$ cat src/rtl/sdram_bist_gen.sv
// sdram_bist_gen: parametrised SDRAM write/readback self-test generator.
// Writes NUM_WORDS pattern words from BASE_ADDR with ADDR_STRIDE spacing,
// reads them back in order and compares the returned data.
// Reports pass/fail, the mismatch count and the first failing address.
// Optional read-return watchdog: define SDRAM_BIST_TIMEOUT_EN.
module sdram_bist_gen #(
   parameter int DATA_WIDTH     = 16,
   parameter int ADDR_WIDTH     = 25,
   parameter int NUM_WORDS      = 10,
   parameter int BASE_ADDR      = 0,
   parameter int ADDR_STRIDE    = 1,
   parameter int TIMEOUT_CYCLES = 1024
) (
   input  logic                               Clock,
   input  logic                               Rst,
   input  logic                               Start,
   input  logic [1:0]                         Mode,
   output logic                               WrRequest,
   input  logic                               WrReady,
   output logic [DATA_WIDTH-1:0]              WriteData,
   output logic [ADDR_WIDTH-1:0]              WriteAddress,
   output logic                               RdRequest,
   input  logic                               RdReady,
   output logic [ADDR_WIDTH-1:0]              ReadAddress,
   input  logic [DATA_WIDTH-1:0]              ReadData,
   input  logic                               ReadDataValid,
   output logic                               Busy,
   output logic                               Done,
   output logic                               Pass,
   output logic [$clog2(NUM_WORDS+1)-1:0]     ErrCount,
   output logic [ADDR_WIDTH-1:0]              FirstErrAddr,
   output logic                               Timeout
);

   localparam int IW = $clog2(NUM_WORDS + 1);

   typedef enum logic [2:0] {
      ST_IDLE    = 3'd0,
      ST_WRITE   = 3'd1,
      ST_READ    = 3'd2,
      ST_WAIT_RD = 3'd3,
      ST_DONE    = 3'd4
   } state_t;

   state_t                state_q, state_d;
   logic [1:0]            mode_q, mode_d;
   logic [IW-1:0]         wr_idx_q, wr_idx_d;
   logic [IW-1:0]         rd_idx_q, rd_idx_d;
   logic [IW-1:0]         ret_idx_q, ret_idx_d;
   logic [IW-1:0]         err_cnt_q, err_cnt_d;
   logic [ADDR_WIDTH-1:0] first_err_q, first_err_d;
   logic                  ret_fire;

`ifdef SDRAM_BIST_TIMEOUT_EN
   localparam int WDW = $clog2(TIMEOUT_CYCLES + 1);
   logic [WDW-1:0]        wd_q, wd_d;
   logic                  timeout_q, timeout_d;
`endif

   // Test pattern for word idx under the given mode.
   function automatic logic [DATA_WIDTH-1:0] pattern_f(input logic [1:0] m, input logic [IW-1:0] idx);
      logic [DATA_WIDTH-1:0] p;
      p = '0;
      case (m)
         2'd0: p = DATA_WIDTH'(idx);
         2'd1: p = ~DATA_WIDTH'(idx);
         2'd2: p = DATA_WIDTH'(1'b1) << (32'(idx) % DATA_WIDTH);
         2'd3: begin
            for (int k = 0; k < DATA_WIDTH; k++) begin
               p[k] = ((k % 2) == 0) ? ~idx[0] : idx[0];
            end
         end
         default: p = '0;
      endcase
      return p;
   endfunction

   // Memory address for word idx; wraps modulo 2^ADDR_WIDTH.
   function automatic logic [ADDR_WIDTH-1:0] addr_f(input logic [IW-1:0] idx);
      return ADDR_WIDTH'(BASE_ADDR) + ADDR_WIDTH'(idx) * ADDR_WIDTH'(ADDR_STRIDE);
   endfunction

   // Next-state logic: sequencing, compare path and optional watchdog.
   always_comb begin
      state_d     = state_q;
      mode_d      = mode_q;
      wr_idx_d    = wr_idx_q;
      rd_idx_d    = rd_idx_q;
      ret_idx_d   = ret_idx_q;
      err_cnt_d   = err_cnt_q;
      first_err_d = first_err_q;
`ifdef SDRAM_BIST_TIMEOUT_EN
      wd_d        = wd_q;
      timeout_d   = timeout_q;
`endif

      // Returns are only meaningful while reading and before all words came back.
      ret_fire = ((state_q == ST_READ) || (state_q == ST_WAIT_RD)) && ReadDataValid &&
                 (ret_idx_q != IW'(NUM_WORDS));
      if (ret_fire) begin
         ret_idx_d = ret_idx_q + IW'(1);
         if (ReadData != pattern_f(mode_q, ret_idx_q)) begin
            err_cnt_d = err_cnt_q + IW'(1);
            if (err_cnt_q == IW'(0)) begin
               first_err_d = addr_f(ret_idx_q);
            end else begin
               first_err_d = first_err_q;
            end
         end else begin
            err_cnt_d = err_cnt_q;
         end
      end else begin
         ret_idx_d = ret_idx_q;
      end

      case (state_q)
         ST_IDLE, ST_DONE: begin
            if (Start) begin
               mode_d      = Mode;
               wr_idx_d    = '0;
               rd_idx_d    = '0;
               ret_idx_d   = '0;
               err_cnt_d   = '0;
               first_err_d = '0;
`ifdef SDRAM_BIST_TIMEOUT_EN
               wd_d        = '0;
               timeout_d   = 1'b0;
`endif
               state_d     = ST_WRITE;
            end else begin
               state_d = state_q;
            end
         end
         ST_WRITE: begin
            if (WrReady) begin
               wr_idx_d = wr_idx_q + IW'(1);
               if (wr_idx_q == IW'(NUM_WORDS - 1)) begin
                  state_d = ST_READ;
               end else begin
                  state_d = ST_WRITE;
               end
            end else begin
               state_d = ST_WRITE;
            end
         end
         ST_READ: begin
            if (RdReady) begin
               rd_idx_d = rd_idx_q + IW'(1);
               if (rd_idx_q == IW'(NUM_WORDS - 1)) begin
                  state_d = (ret_idx_d == IW'(NUM_WORDS)) ? ST_DONE : ST_WAIT_RD;
               end else begin
                  state_d = ST_READ;
               end
            end else begin
               state_d = ST_READ;
            end
         end
         ST_WAIT_RD: begin
            if (ret_idx_d == IW'(NUM_WORDS)) begin
               state_d = ST_DONE;
            end else begin
               state_d = ST_WAIT_RD;
            end
         end
         default: state_d = ST_IDLE;
      endcase

`ifdef SDRAM_BIST_TIMEOUT_EN
      // Watchdog: counts while returns are outstanding, cleared by any return.
      if ((state_q == ST_READ) || (state_q == ST_WAIT_RD)) begin
         if (ReadDataValid) begin
            wd_d = '0;
         end else if (rd_idx_q > ret_idx_q) begin
            wd_d = wd_q + WDW'(1);
         end else begin
            wd_d = wd_q;
         end
         if (wd_d == WDW'(TIMEOUT_CYCLES)) begin
            timeout_d = 1'b1;
            state_d   = ST_DONE;
         end else begin
            timeout_d = timeout_q;
         end
      end else begin
         wd_d = wd_d;
      end
`endif
   end

   // State and counter registers.
   always_ff @(posedge Clock or posedge Rst) begin
      if (Rst) begin
         state_q     <= ST_IDLE;
         mode_q      <= 2'd0;
         wr_idx_q    <= '0;
         rd_idx_q    <= '0;
         ret_idx_q   <= '0;
         err_cnt_q   <= '0;
         first_err_q <= '0;
`ifdef SDRAM_BIST_TIMEOUT_EN
         wd_q        <= '0;
         timeout_q   <= 1'b0;
`endif
      end else begin
         state_q     <= state_d;
         mode_q      <= mode_d;
         wr_idx_q    <= wr_idx_d;
         rd_idx_q    <= rd_idx_d;
         ret_idx_q   <= ret_idx_d;
         err_cnt_q   <= err_cnt_d;
         first_err_q <= first_err_d;
`ifdef SDRAM_BIST_TIMEOUT_EN
         wd_q        <= wd_d;
         timeout_q   <= timeout_d;
`endif
      end
   end

`ifdef SDRAM_BIST_TIMEOUT_EN
   assign Timeout = timeout_q;
`else
   assign Timeout = 1'b0;
`endif

   // Outputs decoded from state and counters only (never from Ready inputs).
   always_comb begin
      WrRequest    = (state_q == ST_WRITE);
      RdRequest    = (state_q == ST_READ);
      Busy         = (state_q == ST_WRITE) || (state_q == ST_READ) || (state_q == ST_WAIT_RD);
      Done         = (state_q == ST_DONE);
      Pass         = Done && (err_cnt_q == IW'(0)) && !Timeout;
      ErrCount     = err_cnt_q;
      FirstErrAddr = first_err_q;
      if (state_q == ST_WRITE) begin
         WriteData    = pattern_f(mode_q, wr_idx_q);
         WriteAddress = addr_f(wr_idx_q);
      end else begin
         WriteData    = '0;
         WriteAddress = '0;
      end
      if (state_q == ST_READ) begin
         ReadAddress = addr_f(rd_idx_q);
      end else begin
         ReadAddress = '0;
      end
   end

endmodule

$ cat config.mk
export PLATFORM = sky130hd
export DESIGN_NAME = sdram_bist_gen
export DESIGN_NICKNAME = d
export VERILOG_FILES = /design/src/rtl/sdram_bist_gen.sv
export SDC_FILE = /design/constraint.sdc
export NUM_CORES = 1
export LEC_CHECK = 0
export ABC_AREA = 1
export BUFFER_PORTS_ARGS = -buffer_cell sky130_fd_sc_hd__buf_2
export CAP_MARGIN = 10
export CORE_ASPECT_RATIO = 0.5
export CORE_MARGIN = 1.5
export CORE_UTILIZATION = 51
export DETAILED_ROUTE_END_ITERATION = 6
export GPL_TIMING_DRIVEN = 0
export PLACE_DENSITY = 0.79
export SLEW_MARGIN = 20
export SYNTH_ARGS = -nofsm -noshare
export SYNTH_HDL_FRONTEND = slang
export SYNTH_SLANG_ARGS = --single-unit
export TNS_END_PERCENT = 10
$ cat constraint.sdc
create_clock -name Clock -period 2.5 [get_ports Clock]
set_clock_uncertainty 0.1 [all_clocks]
set_input_delay 0.25 -clock Clock [delete_from_list [all_inputs] [get_ports Clock]]
set_output_delay 0.25 -clock Clock [all_outputs]
set_load 0.05 [all_outputs]
==> impl_metrics.csv, run 1 <==
group,metric,value,unit
sta,worst_slew_pin_slew,0.6030,ns
synth,synth-simple-area-share,0.3146,
critical_path,end_kind,"primary output",
min_path,min_path_type,"input pin to register",
placed_design,portBuffers,81,
global_routing,grt_antenna_before_repair,0,
synth,avgSynthCellArea,7.008,um2
clock_network,htree_levels,2,
synth,synthCells,509,
critical_path,worst-path-max-fanout,10,
sta,drv_slew,0,
synth,synth_ff_type,"dfrtp_1",
sta,rsz0062_at_grt,"true",
die,die_w,121.3,um
synth,yosysTopAreaCellShare,0.3227,
sta,fmax,0.4185,GHz
synth,async_flop_share,1.000,
synth,yosys.area.top_type,"dfrtp_1",
routing,drcViolationCount,0,
finish,fin_util,0.6631,
finish,diodes,0,
sta,hold_viol,0,
synth,synth_cell_types,33,
synth,seq_area_frac_synth,0.3227,
sta,period_needed,2.390,ns
pwr,p_per_area,1066,nW/um2
finish,layout-drive-gt1-share,0.2859,
sta,fin_ws,0.1103,ns
sta,period_share,0.9559,
critical_path,cp.arrival,2.04,ns
finish,syn_to_final_growth,25.04,%
routing,wl_per_cell,10.88,um
synth,synthAdderAreaFrac,0.05612,
global_routing,grt_overflow,0,
critical_path,critPathLaunchType,"register",
placed_design,hpwl,6134,um
sta,setup_viol,0,
die,dieArea,7535,um2
global_routing,grt_pass1_vias,2868,
synth,yosysWarnings,0,
clock_network,cts_sinks,46,
run_status,status,"finished clean",
routing,dr.pass1.iters,5,
synth,synth-xor-area-share,0.007366,
pwr,peakVddDrop,0.4864,mV
clock_network,clockBufferDepth,2,
placed_design,routabilityCongestion,0.8541,
clock_network,clock_latency,0.28,ns
clock_network,ctsRootBufferMaster,"clkbuf_16",
synth,synth_mux_area_frac,0,
synth,yosys-top-cells-area,"dfrtp_1, nand2_1, buf_4, inv_1, nand3_1",
pwr,p_leak,2.770,nW
placed_design,place_ws,-0.02389,ns
die,initial_core_util,0.5303,
synth,synth_edf_count,0,
synth,netlist_area,3567,um2
synth,synth_compound_area_frac,0.07752,
die,coreArea,6726,um2
routing,ant_nets,0,
global_routing,grt_first_pass_wirelength,12850,um
clock_network,cts_tree,"done",
sta,holdWs,0.09462,ns
finish,fin_cells,732,
die,die_h,62.14,um
routing,route.vias.total,3397,
critical_path,cp_data_required_time,2.15,ns
placed_design,place_inst,725,
global_routing,grtUsageTotal,0.2087,
synth,synth_top_family_by_area,"simple AND/OR/NAND/NOR gates",
critical_path,cpPeakStageDelay,0.32,ns
finish,num-fill-cells,633,
critical_path,slowest_stage,"dfrtp_1",
synth,synth_seq_cells,46,
critical_path,critical_path_class,"register to primary output",
critical_path,path_cells,"buf_4 > inv_2 > nor2_8 > buf_6 > inv_1 > o211ai_1 > nand2_1 > a21oi_1 > buf_2",
die,rows,21,
die,num_io_pins,125,
global_routing,grt_max_degree,32,
clock_network,numCtsBuffers,5,
routing,vias_per_cell,4.641,
job,drv_cap,0,
sta,max_slew_margin,0.5965,
routing,drt-total-wl,7963,um
routing,drtIter0Drc,179,
clock_network,clk_pin_slew,0.06,ns
finish,final_nets,680,
path summary, 6_finish.rpt:
kind	startpoint	to	slack [ns]	cells after the start
worst max register to register	ret_idx_q[0]$_DFF_PP0_	FirstErrAddr[19]$_DFF_PP0_	0.13	15
worst max-delay path	mode_q[1]$_DFFE_PP0P_	WriteData[13]	0.11	9
max in group asynchronous	Rst	ret_idx_q[0]$_DFF_PP0_	1.42	4
worst min register to register	FirstErrAddr[12]$_DFF_PP0_	FirstErrAddr[12]$_DFF_PP0_	0.38	2
min in group asynchronous	Rst	FirstErrAddr[5]$_DFF_PP0_	0.39	3
worst min-delay path	Mode[0]	mode_q[0]$_DFFE_PP0P_	0.09	3
registers in the layout, indices dropped and copies added, names as in the netlist:
register / count
ErrCount: 4
rd_idx_q: 4
mode_q: 2
FirstErrAddr: 25
wr_idx_q: 4
state_q: 3
ret_idx_q: 4
per-stage QoR:
| step | cell area [um2] | total power [mW] | setup TNS, ns |
|---|---|---|---|
| after floorplan | 3749 | 3.515 | -0.6094 |
| final | 4461 | 4.755 | 0 |
| after global routing | 4461 | 5.153 | -0.7184 |
| after detailed placement | 4289 | 4.091 | -0.1802 |
| after global placement | 4269 | 4.027 | -0.02458 |
| after CTS | 4438 | 4.734 | 0 |
repair_timing:
| action | CTS | global route |
|---|---|---|
| resized for setup | 2 | 10 |
| buffers inserted | 0 | 0 |
| endpoints found under the setup margin | 18 | 29 |
| hold buffers | 1 | 0 |
| endpoints found under the hold margin | 15 | 0 |
| gates cloned | 0 | 0 |
metal layers:
metal | wire [um] | vias to the layer above | track usage
met1 | 3681 | 1492 | 0.2778
met5 | 0 | - | 0
li1 | - | 1774 | -
met3 | 757 | 4 | 0.06250
met2 | 3479 | 127 | 0.3374
met4 | 44 | 0 | 0.04706
Yosys cell counts, drive strengths merged, types with 5 or more instances:
| cell | number |
|---|---|
| a21oi | 20 |
| buf | 55 |
| clkbuf | 5 |
| dfrtp | 46 |
| ha | 16 |
| inv | 89 |
| nand2 | 106 |
| nand3 | 67 |
| nand4 | 8 |
| nor2 | 55 |
| o21ai | 19 |
placed cells by master, fill, tap and decap left out, types with 2 or more instances in the layout:
cell type / instances
nand2_1: 106
o21ai_2: 2
clkbuf_16: 5
nand3_2: 11
nor2_2: 2
nand3_1: 55
clkbuf_1: 4
nor2_1: 50
a221oi_2: 2
a21oi_1: 20
o22ai_1: 2
buf_2: 82
inv_1: 74
nand3b_1: 2
o211ai_1: 4
conb_1: 43
buf_12: 2
buf_6: 4
xor2_1: 3
dfrtp_1: 45
o21ai_0: 16
nor3_1: 2
nand4_1: 8
nor2_4: 2
inv_2: 15
ha_1: 16
buf_4: 45
clkbuf_4: 3
kinds of logic after synthesis:
group / after synthesis
DFF: 46
other: 1
and+or+nand+nor: 243
buffers and inverters: 151
AOI/OAI and AO/OA: 49
adders and majority gates: 16
xor gates and xnor gates: 3
where the power goes:
part	leakage [nW]	switching, mW	internal (mW)
registers	0.597	0.213	0.941
logic	2.11	2.12	0.858
clock network	0.0629	0.257	0.365
layout make-up:
| cell class | instances | area, um2 | area share |
|---|---|---|---|
| Multi-Input combinational cell | 354 | 1828 | 0.4098 |
| Timing Repair Buffer | 83 | 437.9 | 0.09818 |
| Tap cell | 92 | 115.1 | 0.02581 |
| Buffer | 59 | 447.9 | 0.1004 |
| Inverter | 91 | 342.8 | 0.07686 |
| Clock inverter | 1 | 7.507 | 0.001683 |
| Sequential cell | 46 | 1152 | 0.2583 |
| Clock buffer | 6 | 128.9 | 0.02889 |
critical path: cells and delay by family, from the launching register on:
family                 cells  cell delay [ns]
DFF                        1             0.32
AOI/OAI and AO/OA          2             0.30
and+or+nand+nor            2             0.33
buffers and inverters      5             0.80
(Power assumes the default switching activity.)
==> run 2: changes to the inputs <==
--- a/config.mk
+++ b/config.mk
@@ -5,7 +5,6 @@
 export SDC_FILE = /design/constraint.sdc
 export NUM_CORES = 1
 export LEC_CHECK = 0
-export ABC_AREA = 1
 export BUFFER_PORTS_ARGS = -buffer_cell sky130_fd_sc_hd__buf_2
 export CAP_MARGIN = 10
 export CORE_ASPECT_RATIO = 0.5
@@ -13,7 +12,7 @@
 export CORE_UTILIZATION = 51
 export DETAILED_ROUTE_END_ITERATION = 6
 export GPL_TIMING_DRIVEN = 0
-export PLACE_DENSITY = 0.79
+export PLACE_DENSITY = 0.8
 export SLEW_MARGIN = 20
 export SYNTH_ARGS = -nofsm -noshare
 export SYNTH_HDL_FRONTEND = slang
==> constraint.sdc (replaced) <==
create_clock -name Clock -period 2.5 [get_ports Clock]
set_clock_uncertainty 0.1 [all_clocks]
set_input_delay 0.125 -clock Clock [delete_from_list [all_inputs] [get_ports Clock]]
set_output_delay 0.125 -clock Clock [all_outputs]
set_load 0.05 [all_outputs]
==> impl_metrics.csv, run 2 <==
group,metric,value,unit
critical_path,path_common_cell,"buf_6",
global_routing,grt_overflow,0,
die,rows,21,
finish,fin_util,0.6998,
min_path,hold_start,"WrReady",
global_routing,grtUsageTotal,0.2289,
critical_path,crit_cells,11,
global_routing,grt_pass1_vias,2968,
die,num_io_pins,125,
global_routing,grt_use_met2,0.4114,
placed_design,dpl-instance-area,4208,um2
synth,synth_cell_types,59,
finish,layout_commonest_cell,"buf_2",
run_status,violations,"setup timing",
sta,holdWs,0.02418,ns
die,dieArea,7380,um2
routing,wl_per_cell,13.12,um
finish,fin_cells,649,
routing,drt-total-wl,8517,um
placed_design,hpwl,5972,um
placed_design,portBuffers,81,
sta,fin_ws,-0.3442,ns
critical_path,reg2reg_from,"ret_idx_q[1]$_DFF_PP0_",
critical_path,cp.arrival,2.91,ns
global_routing,grt_max_degree,29,
die,die_w,120,um
clock_network,numCtsBuffers,5,
clock_network,ctsRootBufferMaster,"clkbuf_16",
global_routing,grt_antenna_before_repair,0,
placed_design,routabilityCongestion,0.8521,
critical_path,critPathBufInv,4,
sta,max_slew_margin,0.5980,
pwr,p_per_area,1190,nW/um2
global_routing,top_usage_layer,"met2",
critical_path,endpoint,"FirstErrAddr[3]$_DFF_PP0_",
synth,seq_area_frac_synth,0.3297,
finish,largest_reg_flops,25,
synth,yosysTopAreaCellShare,0.3297,
critical_path,r2r-end,"FirstErrAddr[3]$_DFF_PP0_",
synth,synth_seq_cells,46,
run_status,status,"finished, violations left",
critical_path,rr_worst_depth,11,
pwr,peakVddDrop,0.4475,mV
finish,design_area,4652,um2
clock_network,cts_sinks,46,
synth,synth_ff_type,"dfrtp_1",
critical_path,cpLargestDelayFamily,"simple AND/OR/NAND/NOR gates",
pwr,p_leak,2.331,nW
sta,rsz0062_at_grt,"true",
finish,multi_input_area,2042,um2
die,die_h,61.50,um
sta,hold_viol,0,
critical_path,cpPeakStageDelay,0.58,ns
synth,yosysMostFrequentCell,"nand2_1",
placed_design,place_inst,623,
synth,synthTopCellsByCount,"nand2_1, dfrtp_1, buf_4",
sta,fmax,0.3516,GHz
finish,layout-drive-gt1-share,0.3698,
routing,drcViolationCount,0,
routing,drtIter0Drc,277,
clock_network,cts_tree,"done",
synth,yosysWarnings,0,
global_routing,grt_first_pass_wirelength,13460,um
clock_network,clk_pin_slew,0.06,ns
clock_network,clockBufferDepth,2,
finish,syn_to_final_growth,33.26,%
finish,final_nets,596,
critical_path,slowest_stage,"or4_4",
sta,setup_viol,29,
critical_path,path_cells,"inv_2 > ha_4 > nand3b_1 > buf_4 > o41ai_2 > nand4_1 > or4_4 > o2111a_1 > buf_6 > buf_6 > mux2i_1",
critical_path,cp-startpoint,"ret_idx_q[1]$_DFF_PP0_",
clock_network,htree_levels,2,
critical_path,worst-path-max-fanout,5,
finish,ff_latch_area,1154,um2
routing,vias_per_cell,5.079,
pwr,power,5.537,mW
synth,avgSynthCellArea,8.577,um2
critical_path,end_kind,"register",
synth,async_flop_share,1.000,
die,initial_core_util,0.5251,
synth,synthCells,407,
routing,dr.pass1.iters,4,
critical_path,r2r_setup_slack,-0.34,ns
min_path,min_path_type,"input pin to register",
sta,drv_slew,0,
job,drv_cap,0,
routing,ant_nets,0,
routing,route.vias.total,3296,
clock_network,clock_latency,0.28,ns
sta,period_needed,2.844,ns
critical_path,cp_data_required_time,2.56,ns
die,coreArea,6648,um2
finish,mostFrequentLayoutCells,"buf_2, nand2_1, buf_4",
synth,synth_edf_count,0,
synth,yosys.area.top_type,"dfrtp_1",
critical_path,critPathLaunchType,"register",
global_routing,gr-usage-met1,0.2890,
finish,num-fill-cells,549,
sta,period_share,1.138,
synth,netlist_area,3491,um2
synth,yosys-top-cells-area,"dfrtp_1, buf_4, nand2_1, nor2_4, ha_1",
critical_path,critical_path_class,"register to register",
finish,diodes,0,
sta,worst_slew_pin_slew,0.6029,ns
global_routing,use_met3,0.03981,
-- run 2: cell count changes after synthesis, sizes merged, moves of 4 or more --
| cell | change |
|---|---|
| mux2i | +8 |
| clkbuf | +6 |
| xnor2 | +9 |
| a31oi | +5 |
| nor2 | -6 |
| nand3 | -50 |
| nand2 | -42 |
| o21ai | -4 |
| inv | -72 |
| nand4 | -4 |
| a21oi | +9 |
-- run 2: logic make-up (layout without fill, tap and decap cells) --
kind of cell,count (synthesis),count (layout),synth area share
other,1,43,0.001074
xor gates and xnor gates,12,12,0.03011
adders and majority gates,16,16,0.05735
AOI/OAI and AO/OA,77,77,0.1427
muxes,9,9,0.02617
buffers and inverters,82,190,0.1548
and+or+nand+nor,164,164,0.2581
DFF,46,46,0.3297
-- run 2: layout make-up --
cell class | count | share of cell area
multi-input combinational | 321 | 0.4389
sequential | 46 | 0.2480
timing repair buffer | 100 | 0.1310
buffer | 65 | 0.1065
clock buffer | 6 | 0.02770
tap | 92 | 0.02474
inverter | 17 | 0.01506
clock inverter | 2 | 0.008069
-- run 2: how the worst min path moves through the flow --
stage	endpoint	cells after the start
final	wr_idx_q[1]$_DFFE_PP0P_	3
after global routing	wr_idx_q[1]$_DFFE_PP0P_	3
after CTS	wr_idx_q[1]$_DFFE_PP0P_	3
after detailed placement	FirstErrAddr[19]$_DFF_PP0_	2
after global placement	mode_q[1]$_DFFE_PP0P_	3
after floorplan	state_q[2]$_DFFE_PP0P_	1
-- run 2: routing by layer --
layer	vias up	routed length [um]	part of all wire
met2	156	4128	0.48
met5	-	0	0
met1	1534	3589	0.42
li1	1590	-	-
met3	16	677	0.079
met4	0	121	0.014
-- run 2: where the power goes --
part / internal, mW / switching (mW)
sequential: 0.917 / 0.202
clock: 0.471 / 0.262
combinational: 1.15 / 2.53
total: 2.54 / 3.00
-- run 2: through the flow --
| stage | setup WS (ns) | TNS, ns |
|---|---|---|
| floorplan | -0.1222 | -2.689 |
| global placement | -0.3522 | -8.925 |
| detailed placement | -0.3713 | -9.244 |
| CTS | -0.3058 | -6.625 |
| global route | -0.4879 | -12.08 |
| finish | -0.3442 | -7.751 |
-- run 2: worst reg2reg max path: stages, from the launching register on --
cell	delay, ns
dfrtp_2	0.45
inv_2	0.10
ha_4	0.13
nand3b_1	0.17
buf_4	0.20
o41ai_2	0.22
nand4_1	0.13
or4_4	0.58
o2111a_1	0.26
buf_6	0.15
buf_6	0.13
mux2i_1	0.11
-- run 2: repair_timing --
item | in CTS | in global routing
endpoints found under the setup margin | 30 | 43
hold buffers | 4 | 0
pin swaps | 23 | 12
gates cloned | 1 | 0
setup buffers | 10 | 3
hold endpoints to repair | 21 | 0
gates resized for setup | 11 | 23
==> run 3: changes to the inputs <==
--- a/config.mk
+++ b/config.mk
@@ -10,9 +10,10 @@
 export CORE_ASPECT_RATIO = 0.5
 export CORE_MARGIN = 1.5
 export CORE_UTILIZATION = 51
+export CTS_CLUSTER_DIAMETER = 50
 export DETAILED_ROUTE_END_ITERATION = 6
 export GPL_TIMING_DRIVEN = 0
-export PLACE_DENSITY = 0.8
+export PLACE_DENSITY = 0.88
 export SLEW_MARGIN = 20
 export SYNTH_ARGS = -nofsm -noshare
 export SYNTH_HDL_FRONTEND = slang
==> impl_metrics.csv, run 3 (synthesis gave the netlist of run 2 again) <==
group,metric,value,unit
run_status,status,"finished, violations left",
run_status,violations,"setup timing",
sta,final.setup.tns,-9.514,ns
die,dieArea,7380,um2
global_routing,grtUsageTotal,0.2274,
min_path,min_path_type,"input pin to register",
critical_path,critPathLaunchType,"register",
clock_network,clock_latency,0.29,ns
placed_design,hpwl,5917,um
sta,worst_slew_pin_slew,0.5673,ns
routing,route.vias.total,3379,
clock_network,cts_tree,"done",
die,rows,21,
die,num_io_pins,125,
routing,ant_nets,0,
clock_network,clockBufferDepth,2,
sta,fin_ws,-0.3732,ns
pwr,switching_share,0.5550,
clock_network,cts_sinks,46,
finish,layout_commonest_cell,"buf_2",
routing,met1_length,3701,um
critical_path,r2r_setup_slack,-0.37,ns
global_routing,grt_overflow,0,
die,coreArea,6648,um2
pwr,power_frac_comb,0.674,
critical_path,rr_worst_depth,11,
global_routing,grt_pass1_vias,2840,
finish,syn_to_final_growth,32.97,%
pwr,power.share.clock,0.120,
pwr,switchingPower,3.049,mW
routing,dr.pass1.iters,5,
critical_path,end_kind,"register",
job,drv_cap,0,
sta,setup_viol,29,
routing,wl_per_cell,14.00,um
clock_network,htree_levels,2,
sta,rsz0062_at_grt,"true",
die,die_w,120,um
sta,period_needed,2.873,ns
pwr,p_per_area,1183,nW/um2
placed_design,portBuffers,81,
critical_path,cp.arrival,2.99,ns
finish,diodes,0,
routing,wl_met3,764,um
clock_network,numCtsBuffers,5,
placed_design,routabilityCongestion,0.9022,
routing,topRoutingLayerUsed,"met4",
sta,hold_viol,0,
placed_design,place_ws,-0.3650,ns
critical_path,critical_path_class,"register to register",
sta,drv_slew,0,
pwr,power.internal,2.444,mW
pwr,seqPwrFrac,0.206,
routing,vias_per_cell,5.167,
routing,drt-total-wl,9158,um
critical_path,worst-path-max-fanout,8,
sta,period_share,1.149,
routing,drcViolationCount,0,
finish,largest_reg_flops,25,
critical_path,cp_data_required_time,2.62,ns
min_path,hold_path_depth,4,
die,die_h,61.50,um
sta,max_slew_margin,0.6218,
global_routing,grt_antenna_before_repair,0,
routing,drtIter0Drc,272,
global_routing,grt_first_pass_wirelength,13230,um
pwr,peakVddDrop,0.4700,mV
clock_network,clk_pin_slew,0.07,ns
sta,fmax,0.3480,GHz
global_routing,grt_max_degree,32,
finish,layout-drive-gt1-share,0.3701,
finish,final_nets,601,
clock_network,ctsRootBufferMaster,"clkbuf_16",
pwr,p_leak,2.349,nW
routing,route.met2.wl,4414,um
die,initial_core_util,0.5251,
finish,mostFrequentLayoutCells,"buf_2, nand2_1, buf_4",
[run 3: changes by cell type in the layout (fill, tap and decap cells not counted), sizes merged]
cell	delta
buf	+3
clkinv	+2
bufinv	-1
clkinvlp	-1
dlygate4sd3	+1
inv	+1
[run 3: through the flow]
| step | utilization | total power [mW] | std cells | area (um2) | hold slack [ns] |
|---|---|---|---|---|---|
| floorplan | - | 3.772 | 449 | 3667 | 0.1189 |
| global placement | 0.6300 | 4.391 | 622 | 4188 | 0.2384 |
| detailed placement | 0.6330 | 4.445 | 623 | 4208 | 0.01992 |
| CTS | 0.6755 | 5.220 | 642 | 4491 | 0.1190 |
| global route | 0.6983 | 5.816 | 654 | 4642 | 0.1535 |
| finish | 0.6983 | 5.493 | 654 | 4642 | 0.1226 |
[run 3: worst max-delay path, stage by stage (launching register included)]
cell       delay, ns
dfrtp_2         0.53
ha_4            0.19
nand3b_1        0.16
buf_4           0.20
a2bb2oi_2       0.13
a21oi_2         0.14
nand4_1         0.10
or4_4           0.58
o2111a_1        0.26
buf_6           0.16
buf_12          0.15
nor2_4          0.10
[run 3: power by group through the flow]
stage | Clock, mW | Sequential (mW) | Combinational, mW
floorplan | 0 | 1.29 | 2.48
CTS | 0.657 | 1.12 | 3.45
detailed placement | 0 | 1.13 | 3.32
global placement | 0 | 1.12 | 3.27
global route | 0.703 | 1.15 | 3.96
finish | 0.657 | 1.13 | 3.70
[run 3: path summary, 6_finish.rpt]
check	from	to
setup / recovery	ret_idx_q[0]$_DFF_PP0_	FirstErrAddr[5]$_DFF_PP0_
hold / removal	RdReady	rd_idx_q[2]$_DFFE_PP0P_
setup reg to reg	ret_idx_q[0]$_DFF_PP0_	FirstErrAddr[5]$_DFF_PP0_
hold reg to reg	FirstErrAddr[24]$_DFF_PP0_	FirstErrAddr[24]$_DFF_PP0_
max in group asynchronous	Rst	ret_idx_q[1]$_DFF_PP0_
min in group asynchronous	Rst	FirstErrAddr[20]$_DFF_PP0_
[run 3: cell type report]
class	count	area, um2
multi-input combinational	321	2023
fill	505	2006
sequential	46	1154
timing repair buffer	105	634.4
buffer	65	500.5
clock buffer	5	125.1
tap	92	115.1
inverter	17	68.82
clock inverter	3	21.27
[run 3: per-layer routing]
layer  global-route usage  vias up
met5                    0        -
met4               0.1173        0
met3              0.03148       38
met2               0.3951      192
met1               0.2886     1547
li1                     -     1602
[run 3: what timing repair did]
action	4_1_cts	5_1_grt
endpoints found under the setup margin	29	41
buffers inserted	6	11
hold buffers	5	0
cloned	0	1
gates resized for setup	10	16
hold endpoints to repair	19	0
pin swaps	19	7
